[src/rtl/endgame_ctrl_pkg.sv]
// endgame_ctrl_pkg
// Shared definitions for the end-of-game sequencer:
//   - default round parameters (pairs to win, time limit in seconds)
//   - FSM state encoding
//   - game_time field layout {seconds[12:7], hundredths[6:0]} and helpers
package endgame_ctrl_pkg;

    localparam int unsigned TOTAL_PAIRS_DEF  = 8;
    localparam int unsigned TIME_LIMIT_S_DEF = 60;

    localparam int unsigned TIME_W = 13;
    localparam int unsigned SEC_W  = 6;
    localparam int unsigned HUN_W  = 7;

    typedef enum logic [2:0] {
        ST_IDLE      = 3'd0,
        ST_PLAY      = 3'd1,
        ST_END_DELAY = 3'd2,
        ST_POPUP     = 3'd3,
        ST_CLEANUP   = 3'd4
    } state_e;

    function automatic logic [SEC_W-1:0] time_sec(input logic [TIME_W-1:0] t);
        return t[12:7];
    endfunction

    function automatic logic [HUN_W-1:0] time_hun(input logic [TIME_W-1:0] t);
        return t[6:0];
    endfunction

    // One centisecond step: hundredths wrap 99 -> 0 and carry into seconds.
    function automatic logic [TIME_W-1:0] time_advance(input logic [TIME_W-1:0] t);
        logic [SEC_W-1:0] sec;
        logic [HUN_W-1:0] hun;
        sec = time_sec(t);
        hun = time_hun(t);
        if (hun == 7'd99) begin
            sec = sec + 6'd1;
            hun = 7'd0;
        end else begin
            hun = hun + 7'd1;
        end
        return {sec, hun};
    endfunction

endpackage

[src/rtl/endgame_ctrl_cs_tick_gen.sv]
// cs_tick_gen
// Centisecond prescaler: counts 0..CLK_FREQ_HZ/100-1 while run is high and
// pulses tick for one cycle on the terminal count.
// Ports:
//   pclk  - clock
//   rst_n - asynchronous active-low reset
//   clr   - synchronous clear of the prescaler (wins over run)
//   run   - advance the prescaler this cycle
//   tick  - one-cycle centisecond pulse
module cs_tick_gen #(
    parameter int unsigned CLK_FREQ_HZ = 65_000_000
) (
    input  logic pclk,
    input  logic rst_n,
    input  logic clr,
    input  logic run,
    output logic tick
);

    localparam int unsigned DIV   = CLK_FREQ_HZ / 100;
    localparam int unsigned CNT_W = (DIV > 1) ? $clog2(DIV) : 1;
    localparam logic [CNT_W-1:0] LAST = CNT_W'(DIV - 1);

    logic [CNT_W-1:0] cnt_q, cnt_d;

    always_comb begin
        cnt_d = cnt_q;
        if (clr) begin
            cnt_d = '0;
        end else if (run) begin
            cnt_d = (cnt_q == LAST) ? '0 : cnt_q + 1'b1;
        end
    end

    always_ff @(posedge pclk or negedge rst_n) begin
        if (!rst_n) begin
            cnt_q <= '0;
        end else begin
            cnt_q <= cnt_d;
        end
    end

    assign tick = run && !clr && (cnt_q == LAST);

endmodule

[src/rtl/endgame_ctrl.sv]
// endgame_ctrl
// Round sequencer for the end-of-game popup path. Owns the round FSM, the
// centisecond game timer, the discovered-pairs counter and the shared
// delay/holdoff counter. All outputs are registered.
// Handshake: start, pair_found and btn_confirm are single-cycle pulses with
// no back-pressure; each is consumed only in its accepting state (start in
// IDLE, pair_found in PLAY, btn_confirm in POPUP after the holdoff) and is
// otherwise dropped.
// Ports:
//   pclk, rst_n          - clock, asynchronous active-low reset
//   start                - begin a round (IDLE only)
//   pair_found           - matched pair reported by the board (PLAY only)
//   btn_confirm          - dismiss popup (POPUP after holdoff only)
//   game_active          - round in progress
//   popup_en             - popup renderer enable
//   game_over_en         - 1 = lost by timeout, 0 = won
//   discovered_pairs_ctr - pairs found
//   game_time            - {seconds[12:7], hundredths[6:0]}
//   new_game             - one-cycle reshuffle request
//   dbg_state_o          - current FSM state
module endgame_ctrl
    import endgame_ctrl_pkg::*;
#(
    parameter int unsigned CLK_FREQ_HZ        = 65_000_000,
    parameter int unsigned TOTAL_PAIRS        = TOTAL_PAIRS_DEF,
    parameter int unsigned TIME_LIMIT_S       = TIME_LIMIT_S_DEF,
    parameter int unsigned POPUP_DELAY_CS     = 50,
    parameter int unsigned DISMISS_HOLDOFF_CS = 100
) (
    input  logic              pclk,
    input  logic              rst_n,
    input  logic              start,
    input  logic              pair_found,
    input  logic              btn_confirm,
    output logic              game_active,
    output logic              popup_en,
    output logic              game_over_en,
    output logic [7:0]        discovered_pairs_ctr,
    output logic [TIME_W-1:0] game_time,
    output logic              new_game,
    output state_e            dbg_state_o
);

    localparam logic [7:0]        PAIRS_WIN  = 8'(TOTAL_PAIRS);
    localparam logic [TIME_W-1:0] TIME_LIMIT = {6'(TIME_LIMIT_S), 7'd0};
    localparam logic [15:0]       DELAY_LAST = 16'(POPUP_DELAY_CS - 1);
    localparam logic [15:0]       HOLDOFF    = 16'(DISMISS_HOLDOFF_CS);

    state_e            state_q, state_d;
    logic [TIME_W-1:0] time_q, time_d;
    logic [7:0]        pairs_q, pairs_d;
    logic              over_q, over_d;
    logic [15:0]       dly_q, dly_d;
    logic              active_q, popup_q, new_game_q;
    logic              presc_clr, presc_run, tick;

    assign presc_run = (state_q == ST_PLAY) || (state_q == ST_END_DELAY) ||
                       (state_q == ST_POPUP);

    cs_tick_gen #(
        .CLK_FREQ_HZ(CLK_FREQ_HZ)
    ) u_tick (
        .pclk (pclk),
        .rst_n(rst_n),
        .clr  (presc_clr),
        .run  (presc_run),
        .tick (tick)
    );

    always_comb begin
        state_d   = state_q;
        time_d    = time_q;
        pairs_d   = pairs_q;
        over_d    = over_q;
        dly_d     = dly_q;
        presc_clr = 1'b0;
        case (state_q)
            ST_IDLE: begin
                if (start) begin
                    time_d    = '0;
                    pairs_d   = '0;
                    over_d    = 1'b0;
                    presc_clr = 1'b1;
                    state_d   = ST_PLAY;
                end
            end
            ST_PLAY: begin
                if (tick) time_d = time_advance(time_q);
                if (pair_found) pairs_d = pairs_q + 8'd1;
                // Win beats timeout on the same cycle; the time step still lands.
                if (pair_found && (pairs_q + 8'd1 == PAIRS_WIN)) begin
                    over_d  = 1'b0;
                    dly_d   = '0;
                    state_d = ST_END_DELAY;
                end else if (tick && (time_d == TIME_LIMIT)) begin
                    over_d  = 1'b1;
                    dly_d   = '0;
                    state_d = ST_END_DELAY;
                end
            end
            ST_END_DELAY: begin
                if (tick) begin
                    if (dly_q == DELAY_LAST) begin
                        dly_d   = '0;
                        state_d = ST_POPUP;
                    end else begin
                        dly_d = dly_q + 16'd1;
                    end
                end
            end
            ST_POPUP: begin
                // Counter saturates at the holdoff; only then is confirm honoured.
                if (dly_q >= HOLDOFF) begin
                    if (btn_confirm) state_d = ST_CLEANUP;
                end else if (tick) begin
                    dly_d = dly_q + 16'd1;
                end
            end
            ST_CLEANUP: begin
                state_d = ST_IDLE;
            end
            default: begin
                state_d = ST_IDLE;
            end
        endcase
    end

    always_ff @(posedge pclk or negedge rst_n) begin
        if (!rst_n) begin
            state_q    <= ST_IDLE;
            time_q     <= '0;
            pairs_q    <= '0;
            over_q     <= 1'b0;
            dly_q      <= '0;
            active_q   <= 1'b0;
            popup_q    <= 1'b0;
            new_game_q <= 1'b0;
        end else begin
            state_q    <= state_d;
            time_q     <= time_d;
            pairs_q    <= pairs_d;
            over_q     <= over_d;
            dly_q      <= dly_d;
            active_q   <= (state_d == ST_PLAY);
            popup_q    <= (state_d == ST_POPUP);
            new_game_q <= (state_d == ST_CLEANUP);
        end
    end

    assign game_active          = active_q;
    assign popup_en             = popup_q;
    assign game_over_en         = over_q;
    assign discovered_pairs_ctr = pairs_q;
    assign game_time            = time_q;
    assign new_game             = new_game_q;
    assign dbg_state_o          = state_q;

endmodule
[config.mk]
export PLATFORM = sky130hd
export DESIGN_NAME = endgame_ctrl
export DESIGN_NICKNAME = d
export VERILOG_FILES = /design/src/rtl/endgame_ctrl_pkg.sv /design/src/rtl/endgame_ctrl_cs_tick_gen.sv /design/src/rtl/endgame_ctrl.sv
export SDC_FILE = /design/constraint.sdc
export NUM_CORES = 1
export LEC_CHECK = 0
export ABC_AREA = 1
export CAP_MARGIN = 20
export CORE_MARGIN = 5
export CORE_UTILIZATION = 45
export DETAILED_ROUTE_END_ITERATION = 8
export PLACE_DENSITY = 0.75
export SYNTH_ARGS = -nofsm -noshare
export SYNTH_HDL_FRONTEND = slang
export SYNTH_HIERARCHICAL = 1
export SYNTH_SLANG_ARGS = --single-unit
[constraint.sdc]
create_clock -name pclk -period 4.15 [get_ports pclk]
set_clock_uncertainty 0.2 [all_clocks]
set_input_delay 0.83 -clock pclk [delete_from_list [all_inputs] [get_ports pclk]]
set_output_delay 0.83 -clock pclk [all_outputs]
set_load 0.03 [all_outputs]
==> out/results.ini <==
[final_layout]
n_fill_cell=848
fin_area_um2=4750
antennaDiodeCount=0
drive_gt1_share_pct=7.63
num-nets-final=624
multi_input_area_um2=2140
regArea_um2=1600
layout_common_cells=nand2_1, inv_1, dfrtp_1, nand3_1, nor2_1
final_common_cell=nand2_1
syn_to_final_growth_pct=16.3

[placement]
placed_area_um2=4510
portBuffers=32
gp_congestion=0.925
dp_hpwl_um=7020

[pwr]
clockPowerShare_pct=25.8
seqPwrFrac_pct=33.2
combPwrFrac_pct=40.9
leakagePower_nw=2.15
ir_drop_uv=415
p_switching_mw=1.05
total_power_mw=2.43
internal_power_mw=1.37
powerDensity_nw_per_um2=512
swShare_pct=43.4

[yosys]
synth_compound_area_share_pct=10.3
yosys-mux-area-fraction_pct=0.245
synthCells=572
synth.avg_cell_area_um2=7.14
synth_top_family_by_area=simple AND/OR/NAND/NOR gates
synth_ff_type=dfrtp_1
yosys.area_share.adder_pct=2.45
yosysSeqAreaShare_pct=39.2
yosysUniqueCellTypes=37
yosys.area_share.xor_xnor_pct=4.94
ys_ff_latch=64
synth.net_count=585
synth_area_um2=4080
async_reset_ff_share_pct=100
synth_edf_count=0
synth_warnings=6
synth-simple-area-share_pct=34.4

[sta]
finalSetupViolCount=0
tns_ns=0
fmax_mhz=289
drv_slew=0
period_minus_slack_ns=3.46
final_hold_viol_count=0
rsz0062_at_grt=false
holdWs_ns=0.321
max-slew-margin-rel_pct=40.2
period_share_pct=83.3
tightest_slew_ns=0.897

[global_route]
grt_pass1_vias=3703
grt_overflow=0
track_usage_pct=18.5
grt_first_pass_wirelength_um=17300
antenna_found_initial=0
grt_start_max_net_pins=41

[min_path]
whs_path_depth=2
whs_endpoint=dly_q[14]
hp-class=flip-flop to flip-flop
hp-start=dly_q[14]

[drt]
drcViolationCount=0
drt_iter0_drc=266
drt-total-wl_um=9820
first_pass_iters=5
vias_per_cell=5.37
routedWlPerCell_um=13.6
ant_nets=0
route.vias.total=3887

[clocking]
clock_latency_ns=0.35
hold_buffers=0
cts_resized=0
cts_root_buf=clkbuf_8
tritoncts=yes
cts.sinks=64
clockBufferDepth=2
clkTransAtPathRegs_ns=0.07
h-tree-depth=3
cts_buffers=9
cts_setup_buffers=0

[floorplan]
start_util_pct=46.6
placementRows=34
fp.dieH_um=105
core_um2=8760
die_w_um=105
io_pins=33
die_area_um2=11100

[worst_setup_path]
r2r_end=dly_q[5]
start_kind=flip-flop
worstPathArrival_ns=3.49
reg2regPathDepth=19
critPathKind=flip-flop to flip-flop
r2r-start=u_tick/cnt_q[0]
end_kind=flip-flop
rrSetupSlack_ns=0.69
crit_fanout=18
worstPathRequired_ns=4.18

[flow_run]
max_cap_viol_count=0

[status]
status=finished, final reports clean

## sequential cells by signal, indices dropped and copies added, names as in the netlist
| signal | cells |
|---|---|
| dbg_state_o | 3 |
| new_game | 1 |
| game_active | 1 |
| game_time | 13 |
| discovered_pairs_ctr | 8 |
| u_tick/cnt_q | 20 |
| dly_q | 16 |
| popup_en | 1 |
| game_over_en | 1 |
## synthesized netlist by cell type, types with 2 or more instances
| cell type | count | area (µm²) |
|---|---|---|
| a21oi_1 | 16 | 80.1 |
| nor3_1 | 9 | 45.0 |
| nor2_2 | 7 | 43.8 |
| o21bai_1 | 2 | 15.0 |
| o21ai_0 | 16 | 80.1 |
| buf_6 | 2 | 22.5 |
| o22ai_1 | 18 | 113 |
| ha_1 | 8 | 100 |
| dfrtp_1 | 64 | 1600 |
| buf_2 | 2 | 10.0 |
| nand3_1 | 62 | 310 |
| o21ai_2 | 2 | 17.5 |
| a31oi_1 | 2 | 12.5 |
| inv_2 | 3 | 11.3 |
| xor2_1 | 19 | 166 |
| a211oi_1 | 5 | 37.5 |
| nand2_4 | 2 | 22.5 |
| xnor2_1 | 4 | 35.0 |
| clkbuf_1 | 4 | 15.0 |
| nand4_1 | 12 | 75.1 |
| inv_1 | 73 | 274 |
| nand2_2 | 7 | 43.8 |
| nor2_4 | 3 | 33.8 |
| nand2_1 | 152 | 571 |
| nor2_1 | 61 | 229 |
| o21ai_1 | 6 | 30.0 |
## kinds of logic after synthesis
logic type / after synthesis
DFF: 64
AOI/OAI and AO/OA: 71
adders and majority gates: 8
xor gates and xnor gates: 23
muxes: 1
and+or+nand+nor: 319
buffers and inverters: 86
## power groups by stage
stage	Combinational, mW	Clock (mW)	Sequential (mW)
final	0.994	0.627	0.807
after global routing	1.09	0.684	0.824
after CTS	0.989	0.647	0.807
after detailed placement	0.984	0	0.818
after global placement	0.964	0	0.814
after floorplan	0.582	0	0.917
## how the worst max path moves through the flow
stage | start | to
after floorplan | start | dly_q[7]
after global placement | start | dly_q[9]
after detailed placement | start | dly_q[5]
after CTS | u_tick/cnt_q[0] | dly_q[5]
after global routing | u_tick/cnt_q[0] | dly_q[5]
final | u_tick/cnt_q[0] | dly_q[5]
## worst max-delay path, cell delays in order (launching register included)
cell and delay (ns):
dfrtp_1 0.44, ha_1 0.24, nand3_1 0.16, nor2_1 0.19, nand3_2 0.15, nor3_1 0.16
buf_4 0.22, nand2_1 0.09, nor2_1 0.27, nand3_1 0.12, nand3_1 0.12, nand2_1 0.07
inv_1 0.06, nand2_1 0.06, nor2_2 0.16, nand2_2 0.09, nand2_4 0.20, nand2_4 0.18
nand2_1 0.11, nand2_1 0.06
## layout make-up
type	instances	area share, %
Timing Repair Buffer	37	7.43
Clock buffer	12	3.27
Multi-Input combinational cell	422	45.0
Tap cell	108	2.85
Clock inverter	4	1.61
Inverter	77	6.09
Sequential cell	64	33.7
## layer usage
| metal | track usage (%) | vias up | part of all wire [%] |
|---|---|---|---|
| met5 | 0 | - | 0 |
| met3 | 4.46 | 12 | 5.7 |
| met1 | 25.5 | 1821 | 46 |
| li1 | - | 1929 | - |
| met2 | 29.0 | 125 | 47 |
| met4 | 5.75 | 0 | 1.2 |
## stage by stage
stage,worst slack [ns],util [%],std cells
2_1_floorplan,1.05,-,572
3_3_place_gp,0.606,51.5,708
3_5_place_dp,0.440,51.5,708
4_1_cts,0.756,54.2,724
5_1_grt,0.346,54.2,724
6_report,0.693,54.2,724
(Power assumes the default switching activity.)
